--- config.mk ---
export PLATFORM = sky130hd
export DESIGN_NAME = tick_sched_flat
export DESIGN_NICKNAME = d
export VERILOG_FILES = /design/src/rtl/tick_sched_pkg.sv /design/src/rtl/tick_sched_if.sv /design/src/rtl/tick_sched_chan.sv /design/src/rtl/tick_sched.sv /design/src/flat_wrapper.sv
export SDC_FILE = /design/constraint.sdc
export NUM_CORES = 1
export LEC_CHECK = 0
export ABC_AREA = 1
export BUFFER_PORTS_ARGS = -buffer_cell sky130_fd_sc_hd__buf_2
export CAP_MARGIN = 20
export CORE_MARGIN = 2
export CORE_UTILIZATION = 40
export DETAILED_ROUTE_END_ITERATION = 16
export SYNTH_ARGS = -nofsm -noshare
export SYNTH_HDL_FRONTEND = slang
export SYNTH_HIERARCHICAL = 1
export SYNTH_SLANG_ARGS = --single-unit
--- constraint.sdc ---
create_clock -name clk_in_100M -period 2.9 [get_ports clk_in_100M]
set_clock_uncertainty 0.05 [all_clocks]
set_input_delay 0.145 -clock clk_in_100M [delete_from_list [all_inputs] [get_ports clk_in_100M]]
set_output_delay 0.145 -clock clk_in_100M [all_outputs]
set_load 0.02 [all_outputs]
--- src/rtl/tick_sched_pkg.sv ---
// Shared types and constants for the tick_sched clock-enable scheduler.
// Channel 0 defaults to a 25 MHz square wave and channel 1 to 1 kHz.
package tick_sched_pkg;

   typedef enum logic {
      STOP = 1'b0,
      RUN  = 1'b1
   } state_e;

   localparam int DIV_W    = 20;
   localparam int DIV0_RST = 2;
   localparam int DIV1_RST = 50000;
   localparam int MAX_CH   = 4;
   localparam int CH_W     = 2;

   // Only channels 0 and 1 start out enabled.
   function automatic int rstDiv(input int ch, input int d0, input int d1);
      return (ch == 0) ? d0 : ((ch == 1) ? d1 : 0);
   endfunction

endpackage

--- src/rtl/tick_sched_if.sv ---
// Configuration write port of tick_sched.
// It is a valid/ready handshake that selects a channel and carries a new divisor.
interface tick_sched_if
   import tick_sched_pkg::*;
#(
   parameter int DIV_W = tick_sched_pkg::DIV_W
) ();

   logic             cfg_valid;
   logic             cfg_ready;
   logic [CH_W-1:0]  cfg_ch;
   logic [DIV_W-1:0] cfg_div;

   modport master (
      output cfg_valid,
      output cfg_ch,
      output cfg_div,
      input  cfg_ready
   );

   modport slave (
      input  cfg_valid,
      input  cfg_ch,
      input  cfg_div,
      output cfg_ready
   );

endinterface

--- src/rtl/tick_sched_chan.sv ---
// One divider channel.
// Holds the divisor, the shadowed retune request, the period counter and the tick/square outputs.
module tick_chan
   import tick_sched_pkg::*;
#(
   parameter int               DIV_W   = tick_sched_pkg::DIV_W,
   parameter logic [DIV_W-1:0] RST_DIV = '0
) (
   input  logic             clk_i,
   input  logic             rst_n_i,
   input  logic             runEn_i,
   input  logic             start_i,
   input  logic             stop_i,
   input  logic             wr_i,
   input  logic [DIV_W-1:0] wrDiv_i,
   output logic             tick_o,
   output logic             sq_o,
   output logic             pend_o,
   output logic             pendNext_o
);

   localparam logic [DIV_W-1:0] ONE = DIV_W'(1);

   logic [DIV_W-1:0] div_q, div_d;
   logic [DIV_W-1:0] shadow_q, shadow_d;
   logic [DIV_W-1:0] cnt_q, cnt_d;
   logic             pend_q, pend_d;
   logic             tick_q, tick_d;
   logic             sq_q, sq_d;
   logic             enabled;
   logic             atEnd;

   assign enabled = (div_q != '0);
   assign atEnd   = (cnt_q == (div_q - ONE));

   always_ff @(posedge clk_i or negedge rst_n_i) begin
      if (!rst_n_i) begin
         div_q    <= RST_DIV;
         shadow_q <= '0;
         cnt_q    <= '0;
         pend_q   <= 1'b0;
         tick_q   <= 1'b0;
         sq_q     <= 1'b0;
      end else begin
         div_q    <= div_d;
         shadow_q <= shadow_d;
         cnt_q    <= cnt_d;
         pend_q   <= pend_d;
         tick_q   <= tick_d;
         sq_q     <= sq_d;
      end
   end

   // The square wave follows the registered tick.
   // Its edges therefore land one cycle after each tick.
   always_comb begin
      div_d    = div_q;
      shadow_d = shadow_q;
      cnt_d    = cnt_q;
      pend_d   = pend_q;
      tick_d   = 1'b0;
      sq_d     = sq_q ^ tick_q;

      if (start_i) begin
         cnt_d = '0;
         sq_d  = 1'b0;
      end else if (stop_i) begin
         if (pend_q) begin
            div_d  = shadow_q;
            pend_d = 1'b0;
         end
      end else if (runEn_i && enabled) begin
         if (atEnd) begin
            cnt_d  = '0;
            tick_d = 1'b1;
            if (pend_q) begin
               div_d  = shadow_q;
               pend_d = 1'b0;
            end
         end else begin
            cnt_d = cnt_q + ONE;
         end
      end

      // A retune is shadowed while the channel is counting.
      // This lets the current period finish untouched.
      if (wr_i) begin
         if (runEn_i && enabled) begin
            shadow_d = wrDiv_i;
            pend_d   = 1'b1;
         end else begin
            div_d = wrDiv_i;
            if (runEn_i) begin
               cnt_d = '0;
            end
         end
      end
   end

   assign tick_o     = tick_q;
   assign sq_o       = sq_q;
   assign pend_o     = pend_q;
   assign pendNext_o = pend_d;

endmodule

--- src/rtl/tick_sched.sv ---
// Programmable clock-enable scheduler.
// It drives up to four divided tick strobes and square waves, and each channel can be retuned without glitches.
module tick_sched
   import tick_sched_pkg::*;
#(
   parameter int N_CH     = 4,
   parameter int DIV_W    = tick_sched_pkg::DIV_W,
   parameter int DIV0_RST = tick_sched_pkg::DIV0_RST,
   parameter int DIV1_RST = tick_sched_pkg::DIV1_RST
) (
   input  logic            clk_in_100M,
   input  logic            rst_n,
   input  logic            run,
   tick_sched_if.slave     cfg,
   output logic [N_CH-1:0] tick,
   output logic [N_CH-1:0] sq_out,
   output logic            busy
);

   state_e          state_q, state_d;
   logic            startEdge;
   logic            stopEdge;
   logic            runEn;
   logic            cfgReady;
   logic            accept;
   logic [N_CH-1:0] wrSel;
   logic [N_CH-1:0] pend;
   logic [N_CH-1:0] pendNext;
   logic            busy_q;

   always_ff @(posedge clk_in_100M or negedge rst_n) begin
      if (!rst_n) begin
         state_q <= STOP;
         busy_q  <= 1'b0;
      end else begin
         state_q <= state_d;
         busy_q  <= |pendNext;
      end
   end

   always_comb begin
      state_d = state_q;
      case (state_q)
         STOP:    if (run)  state_d = RUN;
         RUN:     if (!run) state_d = STOP;
         default: state_d = STOP;
      endcase
   end

   assign startEdge = (state_q == STOP) && run;
   assign stopEdge  = (state_q == RUN) && !run;
   assign runEn     = (state_q == RUN) && run;

   // Writes to channel numbers that do not exist are accepted and then dropped.
   always_comb begin
      cfgReady = 1'b1;
      wrSel    = '0;
      for (int c = 0; c < N_CH; c++) begin
         if (cfg.cfg_ch == CH_W'(c)) begin
            cfgReady = ~pend[c];
         end
      end
      accept = cfg.cfg_valid & cfgReady;
      for (int c = 0; c < N_CH; c++) begin
         if (accept && (cfg.cfg_ch == CH_W'(c))) begin
            wrSel[c] = 1'b1;
         end
      end
   end

   assign cfg.cfg_ready = cfgReady;
   assign busy          = busy_q;

   for (genvar c = 0; c < N_CH; c++) begin : gChan
      tick_chan #(
         .DIV_W   (DIV_W),
         .RST_DIV (DIV_W'(rstDiv(c, DIV0_RST, DIV1_RST)))
      ) uChan (
         .clk_i      (clk_in_100M),
         .rst_n_i    (rst_n),
         .runEn_i    (runEn),
         .start_i    (startEdge),
         .stop_i     (stopEdge),
         .wr_i       (wrSel[c]),
         .wrDiv_i    (cfg.cfg_div),
         .tick_o     (tick[c]),
         .sq_o       (sq_out[c]),
         .pend_o     (pend[c]),
         .pendNext_o (pendNext[c])
      );
   end

endmodule

--- src/flat_wrapper.sv ---
// flat-port wrapper written by rule: the top's interface ports become plain ports
module tick_sched_flat import tick_sched_pkg::*;
#(
   parameter int N_CH     = 4,
   parameter int DIV_W    = tick_sched_pkg::DIV_W,
   parameter int DIV0_RST = tick_sched_pkg::DIV0_RST,
   parameter int DIV1_RST = tick_sched_pkg::DIV1_RST
)
  (clk_in_100M, rst_n, run, tick, sq_out, busy, cfg_cfg_valid, cfg_cfg_ch, cfg_cfg_div, cfg_cfg_ready);
  tick_sched_if #(.DIV_W(DIV_W)) cfg_i ();
  input  logic clk_in_100M;
  input  logic rst_n;
  input  logic run;
  output logic [N_CH-1:0] tick;
  output logic [N_CH-1:0] sq_out;
  output logic busy;
  input wire logic [$bits(cfg_i.cfg_valid)-1:0] cfg_cfg_valid;
  input wire logic [$bits(cfg_i.cfg_ch)-1:0] cfg_cfg_ch;
  input wire logic [$bits(cfg_i.cfg_div)-1:0] cfg_cfg_div;
  output wire logic [$bits(cfg_i.cfg_ready)-1:0] cfg_cfg_ready;
  assign cfg_i.cfg_valid = cfg_cfg_valid;
  assign cfg_i.cfg_ch = cfg_cfg_ch;
  assign cfg_i.cfg_div = cfg_cfg_div;
  assign cfg_cfg_ready = cfg_i.cfg_ready;
  tick_sched #(.N_CH(N_CH), .DIV_W(DIV_W), .DIV0_RST(DIV0_RST), .DIV1_RST(DIV1_RST)) u_core (.clk_in_100M(clk_in_100M), .rst_n(rst_n), .run(run), .cfg(cfg_i), .tick(tick), .sq_out(sq_out), .busy(busy));
endmodule
==> load_flow_metrics.sql, run 1 <==
INSERT INTO impl_metrics (metric_group, metric, value, unit) VALUES
('run_status', 'outcome', 'finished, final reports clean', ''),
('worst_hold_path', 'hold_class', 'primary input to async pin', ''),
('placement', 'dp.final_hpwl', '36100', 'um'),
('finish', 'layout.cells.most_common', 'nand2_1', ''),
('worst_setup_path', 'worst_path_max_delay_cell', 'dfstp_2', ''),
('floorplanning', 'num_io_pins', '36', ''),
('sta', 'slew_headroom', '58.9', '%'),
('sta', 'final.min_clock_period', '2.66', 'ns'),
('worst_setup_path', 'worst_ep_arrival_time', '3.09', 'ns'),
('worst_setup_path', 'crit_path_max_fanout', '6', ''),
('global_routing', 'maximum_number_of_pins_on_one_net_before_global_route_repair', '84', ''),
('global_routing', 'global_route_met2_usage', '36.7', '%'),
('route', 'drtIter0Drc', '774', ''),
('global_routing', 'grt_pass1_vias', '14747', ''),
('finish', 'final_layout_size_suffix_gt1_share', '13.8', '%'),
('power', 'vdd_ir_drop_max', '0.513', 'mV'),
('clock_tree', 'number_of_buffers_created_by_cts', '30', ''),
('worst_setup_path', 'r2r-start', 'u_core/gChan[0].uChan/div_q[1]$_DFF_PN1_', ''),
('floorplanning', 'overall_die_area', '0.0439', 'mm2'),
('sta', 'worst_slack', '0.238', 'ns'),
('sta', 'setup_viol', '0', ''),
('route', 'wire_per_inst', '16.4', 'um'),
('route', 'drt-total-wl', '49300', 'um'),
('worst_setup_path', 'timing.critical_path.cells', 'inv_1 -> ha_2 -> nand3_2 -> nor2_4 -> nand3_1 -> nand2_1 -> nor2_1 -> nand2_1 -> nor2_1 -> nand4_1 -> or2_2 -> nand3_1 -> inv_1', ''),
('synth', 'synth_cell_type_count', '43', ''),
('sta', 'max_slew.worst_pin.slew', '0.616', 'ns'),
('worst_setup_path', 'cp-end-kind', 'flip-flop', ''),
('synth', 'cells_taking_the_most_area_after_synthesis', 'dfrtp_1 37%, nand2_1 14%, inv_1 6.6%', ''),
('worst_setup_path', 'worst-setup-path-type', 'flip-flop to flip-flop', ''),
('sta', 'max_freq', '0.376', 'GHz'),
('route', 'first_pass_iters', '5', ''),
('finish', 'layout_common_cells', '626 x nand2_1, 298 x inv_1, 276 x nor2_1', ''),
('clock_tree', 'htreeDepth', '1', ''),
('worst_setup_path', 'cp_slowest_stage_delay', '0.55', 'ns'),
('synth', 'yosysWarnings', '6', ''),
('global_routing', 'met3_usage', '2.48', '%'),
('synth', 'synth_nets', '2389', ''),
('worst_setup_path', 'r2r_setup_slack', '0.24', 'ns'),
('placement', 'pre_cts_ws', '0.0734', 'ns'),
('finish', 'areaGrowthSynthToFinish', '14.9', '%'),
('power', 'seq_power_share', '38.6', '%'),
('clock_tree', 'tritoncts_num_sinks', '254', ''),
('global_routing', 'globalRouteTotalUtil', '22.5', '%'),
('sta', 'finalSetupTns', '0', 'ns'),
('floorplanning', 'initial_utilization', '40.4', '%'),
('clock_tree', 'tritoncts', 'done', ''),
('clock_tree', 'ctsLongestPathBuffers', '3', ''),
('power', 'p_total', '12600', 'uW'),
('worst_setup_path', 'crit-reg2reg-capture', 'u_core/gChan[0].uChan/cnt_q[8]$_DFF_PN0_', ''),
('synth', 'number_of_enable_type_register_cells_in_the_synthesized_netlist', '0', ''),
('worst_setup_path', 'worst_reg_to_reg_cells', '13', ''),
('route', 'postRouteAntennaNets', '0', ''),
('global_routing', 'antenna_found_initial', '2', ''),
('synth', 'synth.largest_area_cell', 'dfrtp_1', ''),
('finish', 'util_after_layout', '46.4', '%'),
('placement', 'place.gp.congestion', '0.927', ''),
('floorplanning', 'rows', '75', ''),
('placement', 'placement.io_buffers', '35', ''),
('floorplanning', 'placeableCoreArea', '0.0419', 'mm2'),
('clock_tree', 'later_pin_clock_latency_in_the_skew_report', '0.59', 'ns'),
('finish', 'final_nets', '2483', ''),
('global_routing', 'overflow', '0', ''),
('power', 'internal-power', '8150', 'uW'),
('power', 'combinational_fraction_of_design_power', '28.2', '%'),
('power', 'switching_power', '4480', 'uW'),
('global_routing', 'grt.met1_usage', '31.7', '%'),
('sta', 'slew_violations', '0', ''),
('worst_setup_path', 'crit_required', '3.33', 'ns'),
('synth', 'syn_avg_cell_area', '7.18', 'um2'),
('route', 'viasPerCell', '5.09', ''),
('synth', 'asyncSetResetFlopFracSynth', '100', '%');
[power by group through the flow]
stage,combinational (uW),clock [uW],sequential (uW)
2_1_floorplan,2670,0,4670
3_3_place_gp,3410,0,4900
3_5_place_dp,3450,0,4910
4_1_cts,3490,4320,4860
5_1_grt,4070,4440,4950
6_report,3550,4200,4870
[logic make-up (layout without fill, tap and decap cells)]
logic type                 count (synthesis)  count (layout)  synth area share [%]
and+or+nand+nor                         1316            1321                  35.3
buffers and inverters                    376             489                  8.88
DFF                                      254             254                  37.6
AOI/OAI and AO/OA                        208             208                  6.55
xor gates and xnor gates                 123             123                  6.37
muxes                                     70              70                  4.66
adders and majority gates                  8               8                 0.592
other                                      0               2                     0
[what timing repair did]
action                                 CTS  global route
hold buffers                            22             0
resized for setup                        0            25
endpoints found under the hold margin  385             0
setup endpoints to repair                0           106
setup buffers                            0            10
[per-stage QoR]
stage          hold WS [ns]  cell area [um2]  std cells
2_1_floorplan        -0.201            16900       2355
3_3_place_gp         0.0715            17900       2919
3_5_place_dp         0.0753            17900       2919
4_1_cts              0.0466            19200       2997
5_1_grt              0.0853            19400       3012
6_report             0.0437            19400       3014
[routing by layer]
metal,vias to the layer above,part of all wire [%]
li1,7687,-
met1,7288,48
met2,310,45
met3,61,4.1
met4,2,3.1
met5,-,0.026
[critical path, delay by kind of cell (launching register included)]
| family | cells | cell delay [ns] |
|---|---|---|
| flip-flops | 1 | 0.55 |
| AND/OR/NAND/NOR | 10 | 1.61 |
| adder cells (fa/ha/maj) | 1 | 0.21 |
| buffers and inverters | 2 | 0.13 |
[worst max-delay path by stage]
stage	startpoint	to	slack, ns	cells after the start
detailed placement	u_core/gChan[3].uChan/div_q[0]$_DFF_PN0_	u_core/busy$_DFF_PN0_	0.07	17
global route	u_core/gChan[0].uChan/div_q[0]$_DFF_PN0_	u_core/gChan[0].uChan/cnt_q[11]$_DFF_PN0_	-0.005	17
CTS	u_core/gChan[0].uChan/div_q[0]$_DFF_PN0_	u_core/gChan[0].uChan/div_q[0]$_DFF_PN0_	0.05	17
floorplan	u_core/state_q$_DFF_PN0_	u_core/gChan[0].uChan/cnt_q[13]$_DFF_PN0_	0.45	9
global placement	u_core/gChan[0].uChan/div_q[0]$_DFF_PN0_	u_core/busy$_DFF_PN0_	0.04	17
finish	u_core/gChan[0].uChan/div_q[1]$_DFF_PN1_	u_core/gChan[0].uChan/cnt_q[8]$_DFF_PN0_	0.24	13
[cells in the mapped netlist (11+ instances only)]
cell type  count
buf_2         24
clkbuf_1      24
nor2_1       279
xor2_1        79
dfrtp_1      247
nand4_1       39
nand2_2       13
nor3_1        28
nand2_1      630
o21ai_1       40
nor2_4        14
a21oi_1       55
nor2_2        24
mux2_2        70
inv_2         11
xnor2_1       44
nand3_1      220
o21ai_0       91
inv_1        298
nand3b_1      21
[layout make-up]
cell class | count | area, um2 | share of cell area (%)
multi-input cells | 1730 | 9180 | 47.2
repair buffers | 116 | 910 | 4.68
clock inverters | 17 | 263 | 1.35
flip-flops and latches | 254 | 6360 | 32.8
well taps | 539 | 674 | 3.47
clock buffers | 39 | 845 | 4.35
inverters | 317 | 1190 | 6.12
diodes | 2 | 5.00 | 0.0258
[sequential cells by signal, indices dropped and copies added, names as in the netlist]
register and flops:
u_core/gChan.uChan/cnt_q 80, u_core/gChan.uChan/div_q 80, u_core/gChan.uChan/sq_o 4, u_core/gChan.uChan/pend_o 4
u_core/state_q 1, u_core/gChan.uChan/shadow_q 80, u_core/busy 1, u_core/gChan.uChan/tick_o 4
Power figures use the tool's default switching activity.
==> run 2: changes to the inputs <==
--- a/config.mk
+++ b/config.mk
@@ -8,6 +8,7 @@
 export ABC_AREA = 1
 export BUFFER_PORTS_ARGS = -buffer_cell sky130_fd_sc_hd__buf_2
 export CAP_MARGIN = 20
+export CORE_ASPECT_RATIO = 0.7
 export CORE_MARGIN = 2
 export CORE_UTILIZATION = 40
 export DETAILED_ROUTE_END_ITERATION = 16
==> load_flow_metrics.sql, run 2 (synthesis results as in run 1) <==
INSERT INTO impl_metrics (metric_group, metric, value, unit) VALUES
('run_status', 'outcome', 'finished, final reports clean', ''),
('sta', 'setup_viol', '0', ''),
('finish', 'layout.cells.most_common', 'nand2_1', ''),
('floorplanning', 'die_h', '176', 'um'),
('global_routing', 'globalRouteTotalUtil', '22.9', '%'),
('sta', 'worst_slack', '0.142', 'ns'),
('power', 'vdd_ir_drop_max', '0.505', 'mV'),
('worst_setup_path', 'critical_path_start_type', 'flip-flop', ''),
('sta', 'report.final.hold_viol_count', '0', ''),
('power', 'powerDensity', '639', 'mW/mm2'),
('clock_tree', 'cts_clock_pin_slew_for_the_worst_setup_and_hold_paths', '0.06', 'ns'),
('worst_hold_path', 'hold_class', 'primary input to async pin', ''),
('floorplanning', 'rows', '62', ''),
('floorplanning', 'initial_utilization', '40.9', '%'),
('worst_setup_path', 'cp-end-kind', 'flip-flop', ''),
('worst_setup_path', 'timing.critical_path.cells', 'inv_1 -> nand2_1 -> nor2_2 -> nand2_1 -> nand2_1 -> nand3_1 -> nor2_1 -> nand3_1 -> nor2_2 -> nand3_2 -> inv_1 -> nand2_1 -> nand2_2 -> buf_4 -> buf_4 -> nor3_1', ''),
('global_routing', 'grt_pass1_vias', '14559', ''),
('placement', 'placement.io_buffers', '35', ''),
('floorplanning', 'placeableCoreArea', '0.0413', 'mm2'),
('route', 'postRouteAntennaNets', '0', ''),
('clock_tree', 'tritoncts_num_sinks', '254', ''),
('sta', 'slew_violations', '0', ''),
('finish', 'areaGrowthSynthToFinish', '15.0', '%'),
('global_routing', 'antenna_found_initial', '1', ''),
('floorplanning', 'num_io_pins', '36', ''),
('route', 'wire_per_inst', '16.8', 'um'),
('sta', 'finalCritPeriodShare', '95.1', '%'),
('placement', 'pre_cts_ws', '0.0267', 'ns'),
('clock_tree', 'ctsLongestPathBuffers', '3', ''),
('global_routing', 'maximum_number_of_pins_on_one_net_before_global_route_repair', '88', ''),
('clock_tree', 'htreeDepth', '1', ''),
('route', 'drt-total-wl', '50800', 'um'),
('sta', 'max_slew.worst_pin.slew', '0.718', 'ns'),
('clock_tree', 'number_of_buffers_created_by_cts', '28', ''),
('global_routing', 'first_pass_grt_wire_length', '80300', 'um'),
('clock_tree', 'tritoncts', 'done', ''),
('global_routing', 'overflow', '0', ''),
('placement', 'placed_area', '0.0180', 'mm2'),
('worst_setup_path', 'worst_path_max_delay_cell', 'dfrtp_1', ''),
('route', 'drt_drc_violations_left', '0', ''),
('placement', 'place.gp.congestion', '0.961', ''),
('clock_tree', 'later_pin_clock_latency_in_the_skew_report', '0.59', 'ns'),
('worst_setup_path', 'cp_slowest_stage_delay', '0.45', 'ns'),
('worst_setup_path', 'crit_path_max_fanout', '5', ''),
('worst_setup_path', 'worst_ep_arrival_time', '3.18', 'ns'),
('job', 'drv_cap', '0', ''),
('route', 'viasPerCell', '5.15', ''),
('worst_setup_path', 'worst-setup-path-type', 'flip-flop to flip-flop', ''),
('sta', 'max_freq', '0.363', 'GHz'),
('floorplanning', 'chipWidth', '250', 'um'),
('route', 'drtIter0Drc', '1290', ''),
('finish', 'final_std_cell_area_no_fill', '0.0195', 'mm2'),
('finish', 'final_nets', '2489', ''),
('power', 'p_total', '12400', 'uW'),
('clock_tree', 'clock_tree.root_cell', 'clkbuf_16', ''),
('placement', 'dp.final_hpwl', '37900', 'um'),
('finish', 'reg.largest.list', 'u_core/gChan.uChan/cnt_q x80, u_core/gChan.uChan/div_q x80, u_core/gChan.uChan/shadow_q x80', ''),
('sta', 'final.min_clock_period', '2.76', 'ns'),
('finish', 'final_layout_size_suffix_gt1_share', '14.3', '%'),
('power', 'power.leakage', '0.00981', 'uW'),
('worst_setup_path', 'cp_common_cell', 'nand2_1', ''),
('worst_setup_path', 'crit_required', '3.32', 'ns'),
('finish', 'layout_common_cells', '623 x nand2_1, 298 x inv_1, 266 x nor2_1', ''),
('route', 'first_pass_iters', '8', ''),
('route', 'vias', '15559', ''),
('sta', 'slew_headroom', '52.1', '%'),
('floorplanning', 'overall_die_area', '0.0440', 'mm2');
-- run 2: cell types whose count changed in the layout (fill, tap and decap cells not counted), moves of 3 or more --
cell | previous run | this run
nor2_2 | 26 | 35
nand2_1 | 626 | 623
nor2_1 | 276 | 266
clkbuf_1 | 3 | 8
buf_12 | 4 | 7
buf_4 | 53 | 61
-- run 2: routing by layer --
metal	track usage (%)	wire length, um
met4	4.39	848
met2	33.2	20700
met3	3.63	3510
met1	35.7	25700
met5	0	0
-- run 2: final timing paths --
path / startpoint / end / slack, ns / cells past startpoint
max reg2reg: u_core/gChan[0].uChan/div_q[4]$_DFF_PN0_ / u_core/gChan[0].uChan/cnt_q[15]$_DFF_PN0_ / 0.14 / 16
max: u_core/gChan[0].uChan/div_q[4]$_DFF_PN0_ / u_core/gChan[0].uChan/cnt_q[15]$_DFF_PN0_ / 0.14 / 16
min: rst_n / u_core/gChan[3].uChan/cnt_q[6]$_DFF_PN0_ / 0.16 / 2
min in group clk_in_100M: cfg_cfg_ch[0] / u_core/gChan[3].uChan/div_q[4]$_DFF_PN0_ / 0.19 / 6
min reg2reg: u_core/gChan[3].uChan/shadow_q[7]$_DFFE_PN0P_ / u_core/gChan[3].uChan/shadow_q[7]$_DFFE_PN0P_ / 0.45 / 2
max in group asynchronous: rst_n / u_core/gChan[1].uChan/div_q[9]$_DFF_PN1_ / 1.84 / 3
-- run 2: report_power, final --
part	total (uW)	internal, uW	switching, uW
sequential	4900	4170	734
combinational	3720	1440	2280
clock	3810	2240	1570
-- run 2: critical path: cells and delay by family, from the launching register on --
family,cells,cell delay [ns]
flops,1,0.45
simple gates,12,1.58
buf+inv,4,0.55
-- run 2: cell type report --
type / instances / area, um2
Fill cell: 4134 / 21900
Timing Repair Buffer: 127 / 1040
Clock inverter: 12 / 181
Multi-Input combinational cell: 1727 / 9210
Clock buffer: 40 / 786
Antenna cell: 1 / 2.50
Tap cell: 544 / 681
Inverter: 317 / 1190
Sequential cell: 254 / 6370
-- run 2: timing repair --
| item | 4_1_cts | 5_1_grt |
|---|---|---|
| resized for setup | 1 | 37 |
| hold buffers | 22 | 0 |
| gates cloned | 0 | 3 |
| endpoints found under the setup margin | 1 | 114 |
| hold endpoints to repair | 228 | 0 |
| pin swaps | 0 | 18 |
| setup buffers | 0 | 13 |
-- run 2: metrics by stage --
stage / util, % / hold WS (ns) / setup TNS (ns) / instances
floorplan: - / -0.201 / 0 / 2355
global placement: 43.4 / 0.174 / 0 / 2931
detailed placement: 43.4 / 0.182 / 0 / 2931
CTS: 46.3 / 0.165 / 0 / 3005
global route: 47.0 / 0.200 / -0.0138 / 3021
finish: 47.1 / 0.155 / 0 / 3022
